`config.mk`:
```
export PLATFORM = sky130hd
export DESIGN_NAME = norm_arb
export DESIGN_NICKNAME = d
export VERILOG_FILES = /design/src/rtl/fp_pkg.sv /design/src/rtl/norm_rr_arb.sv /design/src/rtl/norm_arb.sv
export SDC_FILE = /design/constraint.sdc
export NUM_CORES = 1
export LEC_CHECK = 0
export BUFFER_PORTS_ARGS = -buffer_cell sky130_fd_sc_hd__buf_4
export CAP_MARGIN = 20
export CORE_AREA = 10 10 115 117
export CTS_BUF_LIST = sky130_fd_sc_hd__clkbuf_4 sky130_fd_sc_hd__clkbuf_8
export DETAILED_ROUTE_END_ITERATION = 6
export DIE_AREA = 0 0 125 127
export PLACE_DENSITY = 0.68
export SLEW_MARGIN = 5
export SYNTH_ARGS = -nofsm -noshare
export SYNTH_HDL_FRONTEND = slang
export SYNTH_SLANG_ARGS = --single-unit
```
`constraint.sdc`:
```
create_clock -name clk -period 6.9 [get_ports clk]
set_input_delay 1.035 -clock clk [delete_from_list [all_inputs] [get_ports clk]]
set_output_delay 1.035 -clock clk [all_outputs]
set_load 0.05 [all_outputs]
```
`src/rtl/fp_pkg.sv`:
```
// Shared widths and requester-index type for the normalize/arbitrate slice.
package fp_pkg;
  localparam int unsigned SIZE_MANTIS_DEF = 26;
  localparam int unsigned SIZE_EXP_DEF    = 8;
  localparam int unsigned N_REQ           = 2;

  typedef enum logic {
    REQ0 = 1'b0,
    REQ1 = 1'b1
  } req_idx_t;
endpackage

```
`src/rtl/norm_rr_arb.sv`:
```
// Two-requester round-robin arbiter; last_grant advances only on an accepted transfer.
module norm_rr_arb
  import fp_pkg::*;
(
  input  logic             clk,
  input  logic             rst,
  input  logic [N_REQ-1:0] i_req,
  input  logic             i_xfer,
  output logic [N_REQ-1:0] o_grant_c
);

  req_idx_t r_last_grant;

  // A lone requester wins outright; on a tie the one not granted last time wins.
  always_comb begin
    o_grant_c = i_req;
    if (&i_req) begin
      o_grant_c = (r_last_grant == REQ1) ? 2'b01 : 2'b10;
    end
  end

  always_ff @(posedge clk or posedge rst) begin
    if (rst) begin
      r_last_grant <= REQ1;
    end else if (i_xfer) begin
      r_last_grant <= o_grant_c[1] ? REQ1 : REQ0;
    end
  end

endmodule

```
`src/rtl/norm_arb.sv`:
```
// Two requesters share one combinational mantissa normalizer feeding a 1-deep result register.
// Optional NORM_ARB_STALL_CNT_EN adds a saturating stall_cnt output.
module norm_arb
  import fp_pkg::*;
#(
  parameter int unsigned SIZE_MANTIS = SIZE_MANTIS_DEF,
  parameter int unsigned SIZE_EXP    = SIZE_EXP_DEF
) (
  input  logic                   clk,
  input  logic                   rst,
  input  logic                   req0_valid,
  input  logic                   req1_valid,
  output logic                   req0_ready,
  output logic                   req1_ready,
  input  logic [SIZE_EXP-1:0]    req0_exp,
  input  logic [SIZE_EXP-1:0]    req1_exp,
  input  logic [SIZE_MANTIS-1:0] req0_mantis,
  input  logic [SIZE_MANTIS-1:0] req1_mantis,
  output logic                   out_valid,
  input  logic                   out_ready,
  output logic [SIZE_EXP-1:0]    out_exp,
  output logic [SIZE_MANTIS-1:0] out_mantis,
  output logic                   out_src
`ifdef NORM_ARB_STALL_CNT_EN
  ,
  output logic [15:0]            stall_cnt
`endif
);

  localparam int unsigned SHIFT_W = $clog2(SIZE_MANTIS + 1);

  logic [N_REQ-1:0]       w_req;
  logic [N_REQ-1:0]       w_grant;
  logic                   w_can_accept;
  logic                   w_xfer;
  logic                   w_sel1;
  logic [SIZE_EXP-1:0]    w_in_exp;
  logic [SIZE_MANTIS-1:0] w_in_mantis;
  logic [SHIFT_W-1:0]     w_shift;
  logic [SIZE_EXP-1:0]    w_norm_exp;
  logic [SIZE_MANTIS-1:0] w_norm_mantis;

  assign w_req = {req1_valid, req0_valid};

  norm_rr_arb u_arb (
    .clk       (clk),
    .rst       (rst),
    .i_req     (w_req),
    .i_xfer    (w_xfer),
    .o_grant_c (w_grant)
  );

  // Register drained this cycle may be refilled this cycle.
  assign w_can_accept = !out_valid || out_ready;
  assign req0_ready   = w_grant[0] && w_can_accept && !rst;
  assign req1_ready   = w_grant[1] && w_can_accept && !rst;
  assign w_xfer       = (req0_valid && req0_ready) || (req1_valid && req1_ready);

  assign w_sel1      = w_grant[1];
  assign w_in_exp    = w_sel1 ? req1_exp : req0_exp;
  assign w_in_mantis = w_sel1 ? req1_mantis : req0_mantis;

  // Leading-zero count; highest set bit wins, zero mantissa leaves shift at 0.
  always_comb begin
    w_shift = '0;
    for (int i = 0; i < int'(SIZE_MANTIS); i++) begin
      if (w_in_mantis[i]) begin
        w_shift = SHIFT_W'(int'(SIZE_MANTIS) - 1 - i);
      end
    end
  end

  // Exponent floors at zero: a small exponent limits how far the mantissa moves.
  always_comb begin
    w_norm_exp    = '0;
    w_norm_mantis = w_in_mantis << w_in_exp;
    if (32'(w_in_exp) >= 32'(w_shift)) begin
      w_norm_exp    = w_in_exp - SIZE_EXP'(w_shift);
      w_norm_mantis = w_in_mantis << w_shift;
    end
  end

  always_ff @(posedge clk or posedge rst) begin
    if (rst) begin
      out_valid  <= 1'b0;
      out_exp    <= '0;
      out_mantis <= '0;
      out_src    <= 1'b0;
    end else if (w_xfer) begin
      out_valid  <= 1'b1;
      out_exp    <= w_norm_exp;
      out_mantis <= w_norm_mantis;
      out_src    <= w_sel1;
    end else if (out_ready) begin
      out_valid  <= 1'b0;
    end
  end

`ifdef NORM_ARB_STALL_CNT_EN
  always_ff @(posedge clk or posedge rst) begin
    if (rst) begin
      stall_cnt <= '0;
    end else if (out_valid && !out_ready && (stall_cnt != 16'hFFFF)) begin
      stall_cnt <= stall_cnt + 16'd1;
    end
  end
`else
  // No stall counter in this build.
`endif

endmodule

```
Word-level counts from Yosys, hierarchy flattened --
Index checks and enable logic that the tools add are counted.
Operators by class: $add $sub $neg 1, magnitude comparators 1, shifts and indexed selects 2, multiplexer cells 35, reductions and logical operators 12
Operators by type and width (count):
- $mux 5 | 26
- $mux 26 | 2
- $shl 26x5->26 | 1
- $shl 26x8->26 | 1
- $mux 8 | 2
- $ge 8x5->1 | 1
- $sub 8x5->8 | 1
- $logic_and 1x1->1 | 6
- $mux 2 | 2
- $mux 1 | 3
- $logic_not 1->1 | 2
- $logic_or 1x1->1 | 2
- $reduce_and 2->1 | 1
- $reduce_bool 2->1 | 1
Word-level totals: flip-flop bits (word level) 37, input port bits 73

Depth between registers and ports, before layout --
Gate-level depths: netlist (run 1).
word-level depth 31, depth in mapped cells 23

Cells and area by module --
From an unflattened synthesis (run 1), not the netlist that was laid out.
Unflattened totals: cell total of the unflattened synthesis 564, area, all modules 4578.1 um^2
By module, submodules not included:
- norm_arb | times used 1, cells an instance 558, area each 4510.6 um^2, seq. area each 900.9 um^2
- norm_rr_arb | times used 1, cells an instance 6, area each 67.6 um^2, seq. area each 26.3 um^2

Worst setup path before layout (run 1) --
Ideal clock, no wire load.
path kind input-to-reg, start point input port req1_valid, end point register out_mantis[24], setup time 0.139 ns, data arrival time 5.855 ns, path slack 0.906 ns, stages 21, cells stage by stage a21bo_4 -> buf_6 -> buf_6 -> o311ai_1 -> o2111ai_1 -> a21o_1 -> nand2_1 -> ha_1 -> inv_1 -> fa_1 -> a211oi_1 -> nor2_1 -> or3_4 -> nor3b_4 -> buf_6 -> mux2i_4 -> nor2_8 -> mux4_2 -> mux2_2 -> o221a_1 -> or4_1
Between the ends: cells in the longest elaborated chain, start to end 31, elaborated cells between the ends (all ways) 41, those cells by class order compare (1); shift (2); mux (30); reduce/logical (8)
Ends and longest elaborated chain:
- start: declaration | line norm_arb.sv:12 | input logic req1_valid,
- $reduce_and 2->1 | line norm_rr_arb.sv:17 | if (&i_req) begin
- $mux 2 | line norm_rr_arb.sv:17
- $mux 26 | line norm_arb.sv:61 | assign w_in_mantis = w_sel1 ? req1_mantis : req0_mantis;
- $mux 5 (26 in series) | line norm_arb.sv:67 | if (w_in_mantis[i]) begin
- $ge 8x5->1 or $shl 26x5->26 (tied branches) | line norm_arb.sv:77, norm_arb.sv:79
- $mux 26 | line norm_arb.sv:77 | if (32'(w_in_exp) >= 32'(w_shift)) begin
- end signal: assignment | line norm_arb.sv:92 | out_mantis <= w_norm_mantis;
- end: declaration | line norm_arb.sv:22 | output logic [SIZE_MANTIS-1:0] out_mantis,
Parallel ways exist; a longest one is shown, timed or not. A chain may end at the register's enable or synchronous reset.

Worst setup path in the final report (run 1) --
start point input port req1_valid, end point register out_mantis[20]
The elaborated chain is that of the path after synthesis.

==> results of run 1 <==
## worst min path at each step
stage / start / to / slack, ps / depth (start not counted)
2_1_floorplan: u_arb.r_last_grant / u_arb.r_last_grant / 480 / 2
3_3_place_gp: out_mantis[5] / out_mantis[5] / 460 / 2
3_5_place_dp: out_mantis[4] / out_mantis[4] / 470 / 1
4_1_cts: out_mantis[4] / out_mantis[4] / 490 / 1
5_1_grt: out_exp[1] / out_exp[1] / 520 / 2
6_report: out_mantis[6] / out_mantis[6] / 480 / 2
## layout by cell type, fill, tap and decap left out, types with 5 or more instances in the layout
master                     instances
sky130_fd_sc_hd__inv_1            15
sky130_fd_sc_hd__nand3_1          13
sky130_fd_sc_hd__a21oi_1          17
sky130_fd_sc_hd__nand4_1           5
sky130_fd_sc_hd__a22o_1            7
sky130_fd_sc_hd__dfrtp_1          36
sky130_fd_sc_hd__o211ai_1         12
sky130_fd_sc_hd__ha_1              5
sky130_fd_sc_hd__clkbuf_8          5
sky130_fd_sc_hd__mux2_2           24
sky130_fd_sc_hd__buf_4           131
sky130_fd_sc_hd__nor2_1           43
sky130_fd_sc_hd__o21ai_0          31
sky130_fd_sc_hd__nand2_1          58
sky130_fd_sc_hd__a211oi_1         12
sky130_fd_sc_hd__and2_1            5
sky130_fd_sc_hd__o31ai_1           7
sky130_fd_sc_hd__a21o_1           11
sky130_fd_sc_hd__a221oi_1          6
sky130_fd_sc_hd__mux2i_1          39
sky130_fd_sc_hd__nor3_1           14
sky130_fd_sc_hd__mux4_2           12
sky130_fd_sc_hd__nor4_1           13
sky130_fd_sc_hd__a22oi_1           5
## where the power goes
| part | internal [W] | switching, W |
|---|---|---|
| combinational | 0.000370 | 0.000678 |
| sequential | 0.000307 | 0.0000558 |
| clock | 0.0000698 | 0.0000887 |
| total | 0.000747 | 0.000822 |
## kinds of logic after synthesis
kind of cell | after synthesis
flip-flops | 37
adder cells (fa/ha/maj) | 6
AND/OR/NAND/NOR | 178
AO/OA/AOI/OAI | 156
buffers and inverters | 45
XOR/XNOR | 4
multiplexers | 80
## stage by stage
| step | worst slack, ps | util, % | area [um^2] |
|---|---|---|---|
| after global placement | 392 | 47.9 | 5330 |
| after floorplan | 906 | - | 4300 |
| final | 591 | 48.7 | 5410 |
| after global routing | 225 | 48.7 | 5410 |
| after CTS | 592 | 48.7 | 5410 |
| after detailed placement | 290 | 47.9 | 5330 |
## flip-flops by register name, indices dropped and copies added, names as in the netlist
name	count
out_valid	1
u_arb.r_last_grant	1
out_mantis	26
out_src	1
out_exp	8
## worst min-delay path, stage by stage (launching register included)
cell,delay [ps]
sky130_fd_sc_hd__dfrtp_1,350
sky130_fd_sc_hd__nand2_1,50
sky130_fd_sc_hd__o21ai_0,60
## metal layers
layer | vias up | wire length (um) | GRT usage, %
met4 | 0 | 654 | 9.01
met3 | 42 | 1250 | 4.05
met1 | 2260 | 6990 | 25.6
li1 | 2181 | - | -
met5 | - | 0 | 0
met2 | 242 | 7330 | 30.6
## layout make-up
type	instances	share of cell area, %
inverter	15	1.04
tap	143	3.30
clock buffer	5	1.27
multi-input combinational	424	58.4
timing repair buffer	132	18.5
clock inverter	3	0.324
sequential	37	17.1
==> results.toml, run 1 <==
[status]
status = "completed"

[clocking]
post_cts.resized_instances = 0
cts_hold_repair.buffers = 0
tritoncts.num_buffers = 5
cts_buffer_depth = 2
tritoncts = "yes"
clkSinkCount = 37
cts_setup_buffers = 0
cts.reportedPaths.clkPinSlew_ps = 80
h-tree-depth = 2
clock_latency_ps = 310
cts_root_buffer = "sky130_fd_sc_hd__clkbuf_8"

[route]
routed_wire_length_per_instance_um = 21.4
num_vias = 4725
postRouteAntennaNets = 0
via_per_inst = 6.23
drt_drc_violations_left = 0
drt_wl_total_um = 16200
dr.pass1.iters = 7
drt_first_iter_violations = 393

[cells_and_area]
fin_nets = 694
num-fill-cells = 1071
n_diodes = 0
area.growth.synth_to_final_pct = 25.8
final-instance-count-excl-fill = 759
final_layout_size_suffix_gt1_share_pct = 31.3
final-seq-area_um2 = 927
multiInputGateArea_mm2 = 0.00316

[yosys]
number_of_enable_type_register_cells_in_the_synthesized_netlist = 0
synth_top_cell_area_share_pct = 20.9
synth-xor-area-share_pct = 0.814
synth_compound_gate_area_share_pct = 26.8
syn_area_mm2 = 0.00430
average_footprint_of_a_synthesized_cell_um2 = 8.50
synth.distinct_cells = 75
synth.mux.area_fraction_pct = 23.3
synthCells = 506
ys_top_cells_by_count = "58 x sky130_fd_sc_hd__nand2_1, 44 x sky130_fd_sc_hd__nor2_1, 40 x sky130_fd_sc_hd__mux2i_1"
synth.yosys.warnings = 0
yosys.area_share.adder_pct = 1.92
synth_async_sr_flop_share_pct = 100
synth.ff_latch_count = 37
yosysSeqAreaShare_pct = 21.5
ys.flop_type = "sky130_fd_sc_hd__dfrtp_1"
synthesis.nets = 585
netlist_top_cells_area = "sky130_fd_sc_hd__dfrtp_1 21%, sky130_fd_sc_hd__mux2i_1 9.3%, sky130_fd_sc_hd__mux2_2 6.3%"
largest_family_of_logic_cells_by_synthesized_area = "compound AO/OA/AOI/OAI gates"
synth.most_common_cell = "sky130_fd_sc_hd__nand2_1"
synth_simple_gate_area_share_pct = 20.4
synthDominantAreaCellType = "sky130_fd_sc_hd__dfrtp_1"

[min_path]
hp-class = "reg2reg"

[worst_setup_path]
path_common_cell = "sky130_fd_sc_hd__buf_4"
reg2regPathDepth = 21
startpoint_type = "input port"
setup.worst_path.start = "req1_valid"
critical_path_buf_inv_count = 4
setup.worst_path.end = "out_mantis[20]"
reg2reg_from = "u_arb.r_last_grant"
largest_delay_contributor_family_on_the_critical_path = "compound AO/OA/AOI/OAI gates"
crit_chain = "buf_4, a21bo_4, mux2i_1, o311ai_0, o22ai_1, a21o_1, nand2_1, ha_1, inv_1, fa_1, a211oi_1, nor2_1, or3_4, nor3b_4, buf_4, nor2b_4, a21oi_4, buf_4, mux4_2, mux2_2, a222oi_1, o221ai_1"
slowest_delay_ps = 490
cp_num_cells = 22
regToRegSetupSlack_ps = 880
critical-path-slowest-cell = "sky130_fd_sc_hd__a21bo_4"
critical_path_class = "in2reg"
critical_path.reg2reg.endpoint = "out_mantis[20]"
critPathMaxFanout = 35
cp.arrival_ps = 6470
setup.worst_path.end_class = "flip-flop"
timing.critical_path.required_ps = 7060

[die]
row_count = 39
overall_die_width_um = 125
effective_utilization_at_floorplan_pct = 38.7
design.die.area_mm2 = 0.0159
core_region_area_mm2 = 0.0111
floorplan.die.height_um = 127
io_pins = 111

[timing]
unrepaired_setup_endpoints_after_global_routing = "no"
hold_slack_ps = 482
fmaxAchievable_ghz = 0.158
maxSlewViolCount = 0
finalSetupViolCount = 0
setup-tns-final_ps = 0
period_minus_slack_ps = 6310
worst_clock_skew_ps = 9.75
hold_violations = 0
timing.max_slew.rel_slack_pct = 33.5
tightest_slew_ps = 993
final.period_utilization_pct = 91.4

[global_route]
grt_pass1_wl_um = 26200
grt_pass1_vias = 4812
track_usage_pct = 19.6
number_of_antenna_violations_at_the_first_check_in_global_routing = 0
maximum_number_of_pins_on_one_net_before_global_route_repair = 41
grt_remaining_overflow = 0

[placement]
port_buffers = 110
gp_routability_congestion = 0.995
placed_insts = 751
post-dp-hpwl_um = 13000

[pwr]
power.static_leakage_nw = 2.40
design_power_total_w = 0.00157
ir_drop_mv = 0.232
cellPowerDensity_mw_per_mm2 = 290

[job]
cap_violations = 0
Note: power is estimated with default switching activity, not from simulation.
==> inputs of run 2 (changes only) <==
Settings changed: MAX_ROUTING_LAYER from default to met4.
==> results.toml, run 2 (same netlist as run 1, synthesis figures left out) <==
[clocking]
post_cts.resized_instances = 0
tritoncts = "yes"
clock_latency_ps = 300
clkSinkCount = 37
cts_root_buffer = "sky130_fd_sc_hd__clkbuf_8"
cts_hold_repair.buffers = 0
tritoncts.num_buffers = 5
cts_buffer_depth = 2
cts.reportedPaths.clkPinSlew_ps = 80
cts_setup_buffers = 0
h-tree-depth = 2

[route]
drt_first_iter_violations = 351
routed_wire_length_per_instance_um = 21.6
drt_drc_violations_left = 0
drt_wl_total_um = 16500
postRouteAntennaNets = 0
num_vias = 4677
dr.pass1.iters = 5
via_per_inst = 6.15

[pwr]
power.static_leakage_nw = 2.41
comb_power_share_pct = 67.1
p_sw_share_pct = 52.0
cellInternalPower_w = 0.000753
seq_power_share_pct = 22.9
ir_drop_mv = 0.178
design_power_total_w = 0.00157
cellPowerDensity_mw_per_mm2 = 289
p_clk_share_pct = 9.9
power.switching_w = 0.000817

[global_route]
maximum_number_of_pins_on_one_net_before_global_route_repair = 41
grt_pass1_vias = 4878
number_of_antenna_violations_at_the_first_check_in_global_routing = 0
track_usage_pct = 20.5
grt_remaining_overflow = 0
grt_pass1_wl_um = 26500

[cells_and_area]
final_layout_size_suffix_gt1_share_pct = 31.6
final-instance-count-excl-fill = 761
fin_nets = 696
final_cell_mix = "133 x sky130_fd_sc_hd__buf_4, 58 x sky130_fd_sc_hd__nand2_1, 43 x sky130_fd_sc_hd__nor2_1, 39 x sky130_fd_sc_hd__mux2i_1, 36 x sky130_fd_sc_hd__dfrtp_1"
area.growth.synth_to_final_pct = 26.2
num-fill-cells = 1128
number_of_flip_flops_under_the_largest_register_name = 26
final-seq-area_um2 = 927
fin_area_mm2 = 0.00543
n_diodes = 0
register_name_with_the_most_flops = "out_mantis"
multiInputGateArea_mm2 = 0.00316
layout.cells.most_common = "sky130_fd_sc_hd__buf_4"
biggestRegsByFlops = "out_mantis: 26 flops, out_exp: 8 flops"

[timing]
maxSlewViolCount = 0
timing.max_slew.rel_slack_pct = 35.3
hold_violations = 0
setup-tns-final_ps = 0
period_minus_slack_ps = 6280
unrepaired_setup_endpoints_after_global_routing = "no"
finalSetupViolCount = 0
finalWorstSetupSlack_ps = 617
tightest_slew_ps = 964
fmaxAchievable_ghz = 0.159
final.period_utilization_pct = 91.1
worst_clock_skew_ps = 10.8

[die]
design.die.area_mm2 = 0.0159
effective_utilization_at_floorplan_pct = 38.7
floorplan.die.height_um = 127
core_region_area_mm2 = 0.0111
row_count = 39
io_pins = 111
overall_die_width_um = 125

[worst_setup_path]
critical_path_class = "in2reg"
setup.worst_path.end_class = "flip-flop"
cp.arrival_ps = 6460
timing.critical_path.required_ps = 7080
critPathMaxFanout = 25
startpoint_type = "input port"

[min_path]
hp-class = "reg2reg"

[placement]
placed_insts = 753
post-dp-hpwl_um = 13200
gp_routability_congestion = 0.980
port_buffers = 110
place_ws_ps = 334
placed_instance_area_mm2 = 0.00534

[status]
status = "completed"

[job]
cap_violations = 0
## run 2: metal layers
layer,wire (um),global-route usage (%),vias up,share of wire (%)
met1,7390,26.2,2262,45
met4,469,7.38,0,2.8
met5,0,-,-,0
met2,7560,32.6,203,46
li1,-,-,2185,-
met3,1050,2.61,27,6.4
## run 2: area by class of cell
| cell class | count | area share [%] |
|---|---|---|
| Clock buffer | 6 | 1.41 |
| Clock inverter | 2 | 0.184 |
| Inverter | 15 | 1.04 |
| Multi-Input combinational cell | 424 | 58.2 |
| Sequential cell | 37 | 17.1 |
| Tap cell | 143 | 3.30 |
| Timing Repair Buffer | 134 | 18.8 |
## run 2: final timing paths
check                                    from  slack, ps             end  depth (start not counted)
max in group asynchronous                 rst       5670  out_mantis[10]                          3
min reg2reg                     out_mantis[5]        480   out_mantis[5]                          2
max reg2reg                u_arb.r_last_grant        920  out_mantis[24]                         21
min in group asynchronous                 rst        580         out_src                          2
min                             out_mantis[5]        480   out_mantis[5]                          2
max                                req1_valid        620  out_mantis[24]                         22
## run 2: power by group through the flow
stage               logic [W]  registers, W  clock network [W]
global placement      0.00105      0.000364                  0
detailed placement    0.00105      0.000366                  0
finish                0.00105      0.000360           0.000156
floorplan            0.000415      0.000666                  0
global route          0.00112      0.000374           0.000170
CTS                   0.00105      0.000362           0.000158
## run 2: worst max-delay path, stage by stage
cell and delay, ps:
sky130_fd_sc_hd__buf_4 120, sky130_fd_sc_hd__a21bo_4 390, sky130_fd_sc_hd__mux2i_1 150, sky130_fd_sc_hd__o311ai_0 300, sky130_fd_sc_hd__o22ai_1 220, sky130_fd_sc_hd__a21o_1 340, sky130_fd_sc_hd__nand2_1 90, sky130_fd_sc_hd__ha_1 140
sky130_fd_sc_hd__inv_1 70, sky130_fd_sc_hd__fa_1 470, sky130_fd_sc_hd__a211oi_1 220, sky130_fd_sc_hd__nor2_1 90, sky130_fd_sc_hd__or3_4 400, sky130_fd_sc_hd__nor3b_4 310, sky130_fd_sc_hd__buf_4 310, sky130_fd_sc_hd__and2_4 220
sky130_fd_sc_hd__a21oi_4 40, sky130_fd_sc_hd__buf_4 190, sky130_fd_sc_hd__a211oi_1 440, sky130_fd_sc_hd__a211oi_1 110, sky130_fd_sc_hd__o31a_1 290, sky130_fd_sc_hd__or4_1 490
## run 2: stage by stage
stage,hold slack [ps],utilization [%]
floorplan,484,-
global placement,462,48.0
detailed placement,470,48.0
CTS,487,48.8
global route,511,48.8
finish,481,48.8
